`src/rtl/control_unit_ls.sv`:
```
// Multi-cycle main control FSM for the copperv core: ALU ops, branches, jumps,
// and sized loads/stores over a ready/valid data bus with misalignment and timeout traps.
module control_unit_ls #(
    parameter int FUNCT_WIDTH  = 3,
    parameter int ALU_OP_WIDTH = 3,
    parameter int MEM_TIMEOUT  = 16,
    parameter int CNT_WIDTH    = 5
) (
    input  logic                    clk,
    input  logic                    rst,
    input  logic [2:0]              inst_type,
    input  logic                    inst_valid,
    input  logic                    alu_comp,
    input  logic [FUNCT_WIDTH-1:0]  funct,
    input  logic [1:0]              mem_size,
    input  logic [1:0]              addr_lo,
    input  logic                    data_ready,
    input  logic                    data_valid,
    output logic                    inst_fetch,
    output logic                    data_req,
    output logic                    data_we,
    output logic [1:0]              data_size,
    output logic                    rd_en,
    output logic                    rs1_en,
    output logic                    rs2_en,
    output logic [1:0]              rd_din_sel,
    output logic [1:0]              pc_next_sel,
    output logic [1:0]              alu_din1_sel,
    output logic [1:0]              alu_din2_sel,
    output logic [ALU_OP_WIDTH-1:0] alu_op,
    output logic                    trap,
    output logic [1:0]              trap_cause,
    output logic [2:0]              state_o
);
    typedef enum logic [2:0] {
        S_RESET = 3'd0, S_FETCH = 3'd1, S_DECODE = 3'd2, S_EXEC = 3'd3,
        S_MEM_REQ = 3'd4, S_MEM_WAIT = 3'd5, S_TRAP = 3'd6
    } state_t;
    typedef enum logic [2:0] {
        T_IMM = 3'd0, T_INT_IMM = 3'd1, T_INT_REG = 3'd2, T_BRANCH = 3'd3,
        T_STORE = 3'd4, T_LOAD = 3'd5, T_JAL = 3'd6, T_JALR = 3'd7
    } inst_t;
    typedef enum logic [1:0] {RD_IMM = 2'd0, RD_ALU = 2'd1, RD_MEM = 2'd2} rd_sel_t;
    typedef enum logic [1:0] {PC_STALL = 2'd0, PC_INCR = 2'd1, PC_ADD_IMM = 2'd2, PC_ALU = 2'd3} pc_sel_t;
    typedef enum logic [1:0] {D1_RS1 = 2'd0, D1_PC = 2'd1} din1_sel_t;
    typedef enum logic [1:0] {D2_RS2 = 2'd0, D2_IMM = 2'd1, D2_CONST_4 = 2'd2} din2_sel_t;
    typedef enum logic [ALU_OP_WIDTH-1:0] {
        ALU_NOP = ALU_OP_WIDTH'(0), ALU_ADD = ALU_OP_WIDTH'(1), ALU_SUB = ALU_OP_WIDTH'(2)
    } alu_op_t;
    typedef enum logic [1:0] {C_NONE = 2'd0, C_MISALIGN = 2'd1, C_TIMEOUT = 2'd2, C_SIZE = 2'd3} cause_t;

    state_t               state, next_state;
    inst_t                cur_type;
    logic                 entered;
    logic [1:0]           size_q;
    logic [CNT_WIDTH-1:0] cnt;
    logic                 trap_q;
    cause_t               cause_q;
    logic                 set_trap;
    cause_t               set_cause;
    logic                 misaligned, timeout, done;

    assign misaligned = (mem_size == 2'd1 && addr_lo[0]) || (mem_size == 2'd2 && addr_lo != 2'd0);
    assign timeout    = (MEM_TIMEOUT != 0) && (cnt == CNT_WIDTH'(MEM_TIMEOUT - 1));
    // Ready+valid in MEM_REQ completes the access without visiting MEM_WAIT.
    assign done       = data_valid && (state == S_MEM_WAIT || data_ready);

    assign trap       = trap_q;
    assign trap_cause = cause_q;
    assign state_o    = state;

    always_ff @(posedge clk) begin
        if (!rst) begin
            state    <= S_RESET;
            entered  <= 1'b0;
            cur_type <= T_IMM;
            size_q   <= '0;
            cnt      <= '0;
            trap_q   <= 1'b0;
            cause_q  <= C_NONE;
        end else begin
            state   <= next_state;
            entered <= (next_state != state);
            if (state == S_FETCH && inst_valid)
                cur_type <= inst_t'(inst_type);
            if (state == S_EXEC) begin
                size_q <= mem_size;
                cnt    <= '0;
            end else if ((state == S_MEM_REQ || state == S_MEM_WAIT) && cnt != '1) begin
                cnt <= cnt + CNT_WIDTH'(1);
            end
            if (set_trap) begin
                trap_q  <= 1'b1;
                cause_q <= set_cause;
            end
        end
    end

    always_comb begin
        next_state   = state;
        set_trap     = 1'b0;
        set_cause    = C_NONE;
        inst_fetch   = 1'b0;
        data_req     = 1'b0;
        data_we      = 1'b0;
        data_size    = '0;
        rd_en        = 1'b0;
        rs1_en       = 1'b0;
        rs2_en       = 1'b0;
        rd_din_sel   = RD_IMM;
        pc_next_sel  = PC_STALL;
        alu_din1_sel = D1_RS1;
        alu_din2_sel = D2_RS2;
        alu_op       = ALU_NOP;
        case (state)
            S_RESET: next_state = S_FETCH;
            S_FETCH: begin
                inst_fetch = entered;
                if (inst_valid)
                    next_state = (inst_type == T_JAL) ? S_EXEC : S_DECODE;
            end
            S_DECODE: begin
                next_state = S_EXEC;
                case (cur_type)
                    T_IMM: begin
                        rd_en       = 1'b1;
                        rd_din_sel  = RD_IMM;
                        pc_next_sel = PC_INCR;
                        next_state  = S_FETCH;
                    end
                    T_INT_IMM, T_JALR, T_LOAD: rs1_en = 1'b1;
                    T_INT_REG, T_BRANCH, T_STORE: begin
                        rs1_en = 1'b1;
                        rs2_en = 1'b1;
                    end
                    default: ;
                endcase
            end
            S_EXEC: begin
                next_state = S_FETCH;
                case (cur_type)
                    T_INT_IMM, T_INT_REG: begin
                        rd_en        = 1'b1;
                        rd_din_sel   = RD_ALU;
                        alu_din2_sel = (cur_type == T_INT_IMM) ? D2_IMM : D2_RS2;
                        if (funct == FUNCT_WIDTH'(0))      alu_op = ALU_ADD;
                        else if (funct == FUNCT_WIDTH'(1)) alu_op = ALU_SUB;
                        pc_next_sel  = PC_INCR;
                    end
                    T_BRANCH: pc_next_sel = alu_comp ? PC_ADD_IMM : PC_INCR;
                    T_JAL, T_JALR: begin
                        rd_en        = 1'b1;
                        rd_din_sel   = RD_ALU;
                        alu_din1_sel = D1_PC;
                        alu_din2_sel = D2_CONST_4;
                        alu_op       = ALU_ADD;
                        pc_next_sel  = (cur_type == T_JAL) ? PC_ADD_IMM : PC_ALU;
                    end
                    T_STORE, T_LOAD: begin
                        alu_din2_sel = D2_IMM;
                        alu_op       = ALU_ADD;
                        if (mem_size == 2'd3) begin
                            next_state = S_TRAP;
                            set_trap   = 1'b1;
                            set_cause  = C_SIZE;
                        end else if (misaligned) begin
                            next_state = S_TRAP;
                            set_trap   = 1'b1;
                            set_cause  = C_MISALIGN;
                        end else begin
                            next_state = S_MEM_REQ;
                        end
                    end
                    default: ;
                endcase
            end
            S_MEM_REQ, S_MEM_WAIT: begin
                if (state == S_MEM_REQ) begin
                    data_req     = 1'b1;
                    data_we      = (cur_type == T_STORE);
                    data_size    = size_q;
                    alu_din2_sel = D2_IMM;
                    alu_op       = ALU_ADD;
                end
                if (done) begin
                    pc_next_sel = PC_INCR;
                    if (cur_type == T_LOAD) begin
                        rd_en      = 1'b1;
                        rd_din_sel = RD_MEM;
                    end
                    next_state = S_FETCH;
                end else if (timeout) begin
                    next_state = S_TRAP;
                    set_trap   = 1'b1;
                    set_cause  = C_TIMEOUT;
                end else if (state == S_MEM_REQ && data_ready) begin
                    next_state = S_MEM_WAIT;
                end
            end
            S_TRAP: next_state = S_TRAP;
            default: next_state = S_RESET;
        endcase
    end
endmodule

```
`config.mk`:
```
export PLATFORM = sky130hd
export DESIGN_NAME = control_unit_ls
export DESIGN_NICKNAME = d
export VERILOG_FILES = /design/src/rtl/control_unit_ls.sv
export SDC_FILE = /design/constraint.sdc
export NUM_CORES = 1
export LEC_CHECK = 0
export ABC_CLOCK_PERIOD_IN_PS = 2000
export BUFFER_PORTS_ARGS = -buffer_cell sky130_fd_sc_hd__buf_2
export CAP_MARGIN = 20
export CORE_MARGIN = 8
export CORE_UTILIZATION = 49
export DETAILED_ROUTE_END_ITERATION = 10
export GPL_TIMING_DRIVEN = 0
export PLACE_DENSITY_LB_ADDON = 0.12
export SETUP_SLACK_MARGIN = 0.02
export SYNTH_ARGS = -nofsm -noshare
export SYNTH_HDL_FRONTEND = slang
export SYNTH_SLANG_ARGS = --single-unit
```
`constraint.sdc`:
```
create_clock -name clk -period 2 [get_ports clk]
set_input_delay 0.2 -clock clk [delete_from_list [all_inputs] [get_ports clk]]
set_output_delay 0.2 -clock clk [all_outputs]
set_load 0.01 [all_outputs]
```
==> flow_summary.json, run 1 <==
{
  "status": "complete, no violations",
  "r2r_cells": 8,
  "totalWireLength_mm": 3.04,
  "synth_area_um2": 1160,
  "ys_types": 45,
  "critPathTopFamily": "simple AND/OR/NAND/NOR gates",
  "cts_sinks": 17,
  "report.final.slew_viol_count": 0,
  "vias": 1224,
  "critical_path_depth": 6,
  "fin_skew_ns": 0.00520,
  "crit_buf_inv": 2,
  "grt_usage_pct": 14.6,
  "first_iter_violations": 85,
  "ir_drop_mv": 0.404,
  "wl_per_cell_um": 13.5,
  "seq_area_frac_synth_pct": 29.4,
  "root_buffer": "clkbuf_4",
  "antenna_cells": 0,
  "grt_overflow_total": 0,
  "post-route-drc-count": 0,
  "clk_pin_slew_ns": 0.10,
  "final_antenna_net_count": 0,
  "required_ns": 1.80,
  "power_density_nw_per_um2": 461,
  "rows": 17,
  "cts_tree": "done",
  "synth_top_flop_cell": "dfxtp_1",
  "ys_ff_latch": 17,
  "syn_inst": 152,
  "setup_viol": 0,
  "vias_per_cell": 5.42,
  "synth_top_area_share_pct": 29.4,
  "crit_path_max_incr_delay_ns": 0.38,
  "htreeDepth": 1,
  "min-delay-start": "rst",
  "die-area_um2": 4180,
  "fmax_mhz": 524,
  "hold_viol_final": 0,
  "syn_area_per_cell_um2": 7.62,
  "synth_common_cells": "nor2_1 (19), dfxtp_1 (17), nand2_1 (13), o21ai_0 (11)",
  "detail_route.first_pass.iterations": 4,
  "placed_cells": 219,
  "rsz0062_at_grt": "true",
  "cts_buffers": 3,
  "post-route-period-util_pct": 95.5,
  "drive_gt1_share_pct": 33.3,
  "ios": 41,
  "die_x_um": 64.6,
  "ys_async_sr_fraction_pct": 0,
  "io_buffers": 38,
  "arrival_ns": 1.71,
  "fillers": 211,
  "ys_top_cells_by_area": "dfxtp_1 (29%), nor2_1 (6.2%), o21ai_0 (4.8%)",
  "hold_class": "in -> reg",
  "path_class": "reg -> out",
  "crit_slowest_cell": "dfxtp_2",
  "antenna_found_initial": 0,
  "worstSetupStartpointType": "flop",
  "maxCapViolCount": 0,
  "nets": 218,
  "synth_warnings": 0,
  "die_h_um": 64.6,
  "cp_cell_sequence": "and3b_2 -> clkbuf_4 -> o21ai_0 -> a311oi_1 -> or3_1 -> buf_2",
  "synth-edff-count": 0,
  "grt_pass1_wl_mm": 5.12,
  "initial_core_util_pct": 51.9,
  "hold_buffers": 0,
  "grt_max_degree": 11,
  "cts.path.max_buffers": 2,
  "r2r_end": "entered",
  "finalNonFillerCells": 226,
  "layout_min_cycle_time_ns": 1.91,
  "area_growth_pct": 26.6,
  "p_leak_nw": 0.691,
  "core_area_um2": 2230,
  "dp_hpwl_mm": 2.38,
  "power_mw": 0.676,
  "critPathCaptureType": "output pin",
  "min_to": "size_q[0]",
  "cp_max_fo": 10,
  "yosysMostFrequentCell": "nor2_1",
  "worstReg2RegStart": "cnt[0]",
  "synth_top_cell_by_area": "dfxtp_1",
  "hold_depth": 2,
  "insertion_delay_ns": 0.30,
  "globalplace.congestion": 0.882,
  "reg2reg_slack_ns": 0.13,
  "grt_pass1_vias": 1194
}
worst max path at each step:
stage	startpoint	endpoint	slack, ns
after global routing	state_o[2]	pc_next_sel[0]	-0.01
after global placement	cnt[0]	entered	0.09
after floorplan	cnt[0]	entered	0.26
after detailed placement	cnt[0]	entered	0.04
after CTS	cur_type[0]	alu_op[0]	0.03
final	state_o[2]	pc_next_sel[0]	0.09
where the power goes:
| group | leakage, nW | switching, mW | internal (mW) |
|---|---|---|---|
| logic | 0.533 | 0.0739 | 0.0576 |
| registers | 0.139 | 0.00827 | 0.347 |
| clock network | 0.0177 | 0.115 | 0.0745 |
| total | 0.691 | 0.197 | 0.479 |
flip-flops by register name, summed over array words and instances, names as in the netlist:
| signal | count |
|---|---|
| cur_type | 3 |
| trap | 1 |
| state_o | 3 |
| size_q | 2 |
| trap_cause | 2 |
| cnt | 5 |
| entered | 1 |
routing by layer:
layer	vias up	GRT usage, %	routed length [µm]
li1	623	-	-
met1	557	16.5	1330
met2	39	24.8	1400
met3	5	4.30	275
met4	0	6.27	40
met5	-	0	0
cell type report:
| type | count | area, µm² | area share (%) |
|---|---|---|---|
| Buffer | 12 | 68.8 | 4.69 |
| Clock buffer | 3 | 22.5 | 1.54 |
| Clock inverter | 1 | 5.00 | 0.341 |
| Inverter | 7 | 26.3 | 1.79 |
| Multi-Input combinational cell | 117 | 749 | 51.1 |
| Sequential cell | 17 | 347 | 23.6 |
| Tap cell | 28 | 35.0 | 2.39 |
| Timing Repair Buffer | 41 | 213 | 14.5 |
metrics by stage:
step | instance area (µm²) | hold WS, ns | setup slack (ns) | utilization (%) | TNS (ns)
after floorplan | 1160 | 0.345 | 0.264 | - | 0
after global placement | 1390 | 0.450 | 0.0904 | 62.1 | 0
after detailed placement | 1390 | 0.457 | 0.0449 | 62.1 | 0
after CTS | 1440 | 0.167 | 0.0332 | 64.5 | 0
after global routing | 1470 | 0.159 | -0.0121 | 65.7 | -0.0121
final | 1470 | 0.165 | 0.0906 | 65.7 | 0
logic make-up after synthesis:
logic type,after synthesis,share of synthesized area [%]
buffers and inverters,19,7.88
AND/OR/NAND/NOR,69,31.6
adder cells (fa/ha/maj),3,3.24
other,1,0.324
flip-flops,17,29.4
AO/OA/AOI/OAI,36,22.0
multiplexers,2,1.73
XOR/XNOR,5,3.78
worst reg2reg max path: stages, from the launching register on:
cell and delay, ns:
dfxtp_1 0.39, ha_1 0.20, and3_1 0.20, ha_1 0.22
inv_1 0.07, o21ai_2 0.19, nor2_1 0.06, o31a_1 0.23
o31a_1 0.23
cells in the final DEF (no fill, tap or decap), types with 5 or more instances in the layout:
master   count
dfxtp_1     14
o21ai_0     10
a21oi_1      6
buf_4        7
buf_2       41
inv_1        7
and3_1       6
nor2_1      17
nand2_1     13
o31a_1       5
nor2b_1      7
repair_timing:
action / in CTS / in global routing
setup buffers: 3 / 0
setup endpoints to repair: 3 / 4
gates resized for setup: 3 / 11
No activity file was read; power rests on OpenSTA's default activity.
==> run 2: changes to the inputs <==
- BUFFER_PORTS_ARGS: -buffer_cell sky130_fd_sc_hd__buf_2 -> -buffer_cell sky130_fd_sc_hd__buf_4
==> run 2 against run 1 <==
  * Combinational power up 17%
  * Utilization up 6.1 points
  * Die area unchanged
  * First-iteration DRC count down 45%
  * Design area up 9.3%
  * Count of clock-buffer cells in the layout unchanged
  * Wire length up 5.7%
  * Sequential cell count unchanged
  * Global-route usage up 0.091 points
  * Worst hold slack better by 0.0037 ns
  * Clock power about the same
==> flow_summary.json, run 2 (synthesized netlist as in run 1, its figures left out) <==
{
  "status": "complete, no violations",
  "crit_slowest_cell": "dfxtp_4",
  "rows": 17,
  "post-route-period-util_pct": 94.6,
  "area_growth_pct": 38.3,
  "antenna_cells": 0,
  "ir_drop_mv": 0.417,
  "die_x_um": 64.6,
  "initial_core_util_pct": 51.9,
  "top_layer_used": "met4",
  "cts_sinks": 17,
  "nets": 223,
  "detail_route.first_pass.iterations": 4,
  "hold_viol_final": 0,
  "critPathCaptureType": "output pin",
  "grt_pass1_vias": 1180,
  "cts.path.max_buffers": 2,
  "fillers": 196,
  "power_density_nw_per_um2": 435,
  "regArea_um2": 349,
  "dr_wl_met3_um": 277,
  "first_iter_violations": 47,
  "core_area_um2": 2230,
  "cts_buffers": 3,
  "wl_met2_mm": 1.56,
  "antenna_found_initial": 0,
  "maxCapViolCount": 0,
  "dp_hpwl_mm": 2.49,
  "vias": 1239,
  "clk_pin_slew_ns": 0.11,
  "root_buffer": "clkbuf_4",
  "critPathTopFamily": "simple AND/OR/NAND/NOR gates",
  "grt_max_degree": 11,
  "required_ns": 1.80,
  "p_leak_nw": 0.735,
  "cp_max_fo": 10,
  "layout_min_cycle_time_ns": 1.89,
  "rsz0062_at_grt": "true",
  "final_antenna_net_count": 0,
  "path_class": "reg -> out",
  "grt_overflow_total": 0,
  "crit_top_cell": "buf_4",
  "die_h_um": 64.6,
  "vias_per_cell": 5.36,
  "final_common_cell": "buf_4",
  "totalWireLength_mm": 3.21,
  "fin_skew_ns": 0.00503,
  "report.final.slew_viol_count": 0,
  "worstSetupStartpointType": "flop",
  "die-area_um2": 4180,
  "htreeDepth": 1,
  "drt-met1-wl_mm": 1.30,
  "arrival_ns": 1.69,
  "crit_path_max_incr_delay_ns": 0.37,
  "max_flop_register": "cnt",
  "hold_class": "in -> reg",
  "finalNonFillerCells": 231,
  "crit_buf_inv": 2,
  "final.setup.tns_ns": 0,
  "fmax_mhz": 529,
  "final_core_util_pct": 71.8,
  "grt_usage_pct": 14.7,
  "cp_cell_sequence": "and3b_2 -> buf_4 -> o21ai_0 -> a311oi_1 -> or3_1 -> buf_4",
  "ios": 41,
  "multi_input_area_um2": 747,
  "wl_per_cell_um": 13.9,
  "cts_tree": "done",
  "grt_pass1_wl_mm": 5.06,
  "placed_cells": 219,
  "drive_gt1_share_pct": 35.0,
  "final_cell_mix": "buf_4 (51), nor2_1 (18), dfxtp_1 (14)",
  "io_buffers": 38,
  "globalplace.congestion": 0.906,
  "insertion_delay_ns": 0.29,
  "largest_reg_flops": 5,
  "setup_viol": 0,
  "post-route-drc-count": 0
}
[run 2: repair_timing]
action / CTS / global route
setup buffers: 2 / 6
setup endpoints to repair: 4 / 3
resized for setup: 5 / 13
hold buffers: 0 / 0
pin swaps: 0 / 3
[run 2: stage by stage]
step | hold WS [ns] | power, mW | area [µm²] | worst slack, ns
global placement | 0.450 | 0.498 | 1480 | 0.102
detailed placement | 0.454 | 0.502 | 1480 | 0.0350
CTS | 0.157 | 0.696 | 1540 | 0.0290
finish | 0.168 | 0.697 | 1600 | 0.109
global route | 0.161 | 0.727 | 1600 | 0.0158
floorplan | 0.345 | 0.442 | 1160 | 0.264
[run 2: routing by layer]
metal,vias up,global-route usage [%]
li1,630,-
met4,0,7.36
met3,6,5.67
met5,-,0
met1,561,14.7
met2,42,25.8
[run 2: final cells by class]
| type | instances | share of cell area [%] |
|---|---|---|
| flip-flops and latches | 17 | 21.8 |
| multi-input cells | 117 | 46.6 |
| plain buffers | 12 | 4.53 |
| repair buffers | 46 | 21.5 |
| well taps | 28 | 2.19 |
| clock inverters | 1 | 0.312 |
| inverters | 7 | 1.64 |
| clock buffers | 3 | 1.41 |
[run 2: worst paths after layout]
path / from / slack, ns / depth (start not counted) / end
setup / recovery: state_o[0] / 0.11 / 6 / pc_next_sel[0]
setup reg to reg: cnt[0] / 0.16 / 8 / entered
hold reg to reg: size_q[0] / 0.46 / 2 / size_q[0]
hold / removal: rst / 0.17 / 2 / size_q[0]
[run 2: report_power, final]
part	internal [mW]	switching (mW)	leakage, nW
clock network	0.0745	0.115	0.0177
logic	0.0758	0.0779	0.577
registers	0.346	0.00790	0.140
total	0.497	0.200	0.735
==> run 3: changes to the inputs <==
- CELL_PAD_IN_SITES_DETAIL_PLACEMENT: unset -> 1
- CELL_PAD_IN_SITES_GLOBAL_PLACEMENT: unset -> 1
- CORE_UTILIZATION: 49 -> 34
==> run 3 against run 2 <==
  * Clock skew fell by 0.0020 ns
  * Maximum frequency decreased by 1.2%
  * Worst hold slack barely moved
  * Final cell count rose by 7.4%
  * Total power increased by 0.37%
  * Non-clock buffer count is 1 lower
  * Sequential cell count stayed put
  * Design area increased by 1.9%
  * Critical path type unchanged
  * Critical endpoint is now rd_en
==> flow_summary.json, run 3 (synthesized netlist as in run 1, its figures left out) <==
{
  "status": "complete, no violations",
  "power_density_nw_per_um2": 428,
  "die_x_um": 74.4,
  "cts_tree": "done",
  "final_core_util_pct": 49.3,
  "post-route-drc-count": 0,
  "globalplace.congestion": 0.780,
  "regArea_um2": 354,
  "antenna_found_initial": 0,
  "grt_pass1_wl_mm": 6.03,
  "clk_pin_slew_ns": 0.10,
  "setup_viol": 0,
  "p_leak_nw": 0.728,
  "cts_buffers": 3,
  "initial_core_util_pct": 35.0,
  "nets": 222,
  "post-place-ws_ns": 0.0339,
  "detail_route.first_pass.iterations": 4,
  "first_iter_violations": 15,
  "maxCapViolCount": 0,
  "ir_drop_mv": 0.373,
  "hold_class": "in -> reg",
  "core_area_um2": 3310,
  "worstSetupStartpointType": "flop",
  "rows": 21,
  "area_growth_pct": 40.9,
  "final_antenna_net_count": 0,
  "fmax_mhz": 522,
  "grt_overflow_total": 0,
  "required_ns": 1.80,
  "root_buffer": "clkbuf_4",
  "report.final.slew_viol_count": 0,
  "fin_ws_ns": 0.0859,
  "vias_per_cell": 5.02,
  "critPathCaptureType": "output pin",
  "ios": 41,
  "final_common_cell": "buf_4",
  "intPower_mw": 0.497,
  "swShare_pct": 28.9,
  "grt_usage_pct": 13.9,
  "wl_per_cell_um": 15.3,
  "layout_min_cycle_time_ns": 1.91,
  "hold_viol_final": 0,
  "dp_hpwl_mm": 2.89,
  "largest_reg_flops": 5,
  "p_clk_share_pct": 27.4,
  "final_cell_mix": "buf_4 (49), nor2_1 (18), nand2_1 (13)",
  "hold_buffers": 0,
  "htreeDepth": 1,
  "cp_max_fo": 10,
  "insertion_delay_ns": 0.30,
  "path_class": "reg -> out",
  "io_buffers": 38,
  "arrival_ns": 1.71,
  "fillers": 443,
  "drive_gt1_share_pct": 36.1,
  "comb_power_share_pct": 22.0,
  "switchingPower_mw": 0.202,
  "p_seq_share_pct": 50.6,
  "multi_input_area_um2": 754,
  "die-area_um2": 5530,
  "cts.path.max_buffers": 2,
  "rsz0062_at_grt": "true",
  "grt_pass1_vias": 1322,
  "antenna_cells": 0,
  "grt_max_degree": 11,
  "hold_depth": 2,
  "totalWireLength_mm": 3.79,
  "vias": 1245,
  "fin_skew_ns": 0.00300,
  "max_flop_register": "cnt",
  "post-route-period-util_pct": 95.7,
  "die_h_um": 74.4,
  "r2r_cells": 8,
  "cts_sinks": 17
}
==> run 3: worst paths after layout <==
kind                   start        end  slack, ns
hold / removal           rst  size_q[0]       0.17
hold reg to reg    size_q[0]  size_q[0]       0.46
setup / recovery  state_o[2]      rd_en       0.09
setup reg to reg      cnt[1]    entered       0.21
==> run 3: timing repair <==
item | in CTS | in global routing
resized for setup | 8 | 16
pin swaps | 0 | 2
hold endpoints to repair | 0 | 0
setup buffers | 2 | 6
endpoints found under the setup margin | 5 | 3
==> run 3: area by class of cell <==
type / instances / area share [%]
tap: 46 / 3.52
clock buffer: 4 / 1.61
inverter: 7 / 1.61
sequential: 17 / 21.7
buffer: 11 / 4.21
timing repair buffer: 46 / 21.1
multi-input combinational: 117 / 46.2
==> run 3: layer usage <==
| metal | routed length, µm | track usage, % | vias to the layer above |
|---|---|---|---|
| li1 | - | - | 627 |
| met1 | 1490 | 14.5 | 583 |
| met2 | 1960 | 25.5 | 30 |
| met3 | 291 | 4.58 | 5 |
| met4 | 43 | 4.35 | 0 |
| met5 | 0 | 0 | - |
==> run 3: worst max-delay path: stages, from the launching register on <==
cell and delay (ns):
dfxtp_4 0.37, buf_6 0.14, or3b_1 0.44, nor3_1 0.20
o31a_1 0.15, buf_4 0.12
==> run 3: power groups by stage <==
stage / clock network [mW] / registers (mW) / logic, mW
final: 0.192 / 0.354 / 0.154
after global routing: 0.207 / 0.356 / 0.168
after CTS: 0.202 / 0.357 / 0.146
after detailed placement: 0 / 0.364 / 0.142
after global placement: 0 / 0.363 / 0.138
after floorplan: 0 / 0.362 / 0.0804
==> run 3: through the flow <==
| stage | TNS, ns | area, µm² | hold WS, ns | instances | power (mW) |
|---|---|---|---|---|---|
| 6_report | 0 | 1630 | 0.168 | 248 | 0.699 |
| 3_5_place_dp | 0 | 1510 | 0.454 | 237 | 0.506 |
| 4_1_cts | 0 | 1560 | 0.159 | 243 | 0.705 |
| 5_1_grt | -0.00632 | 1630 | 0.161 | 248 | 0.731 |
| 3_3_place_gp | 0 | 1510 | 0.450 | 237 | 0.501 |
| 2_1_floorplan | 0 | 1160 | 0.345 | 153 | 0.442 |
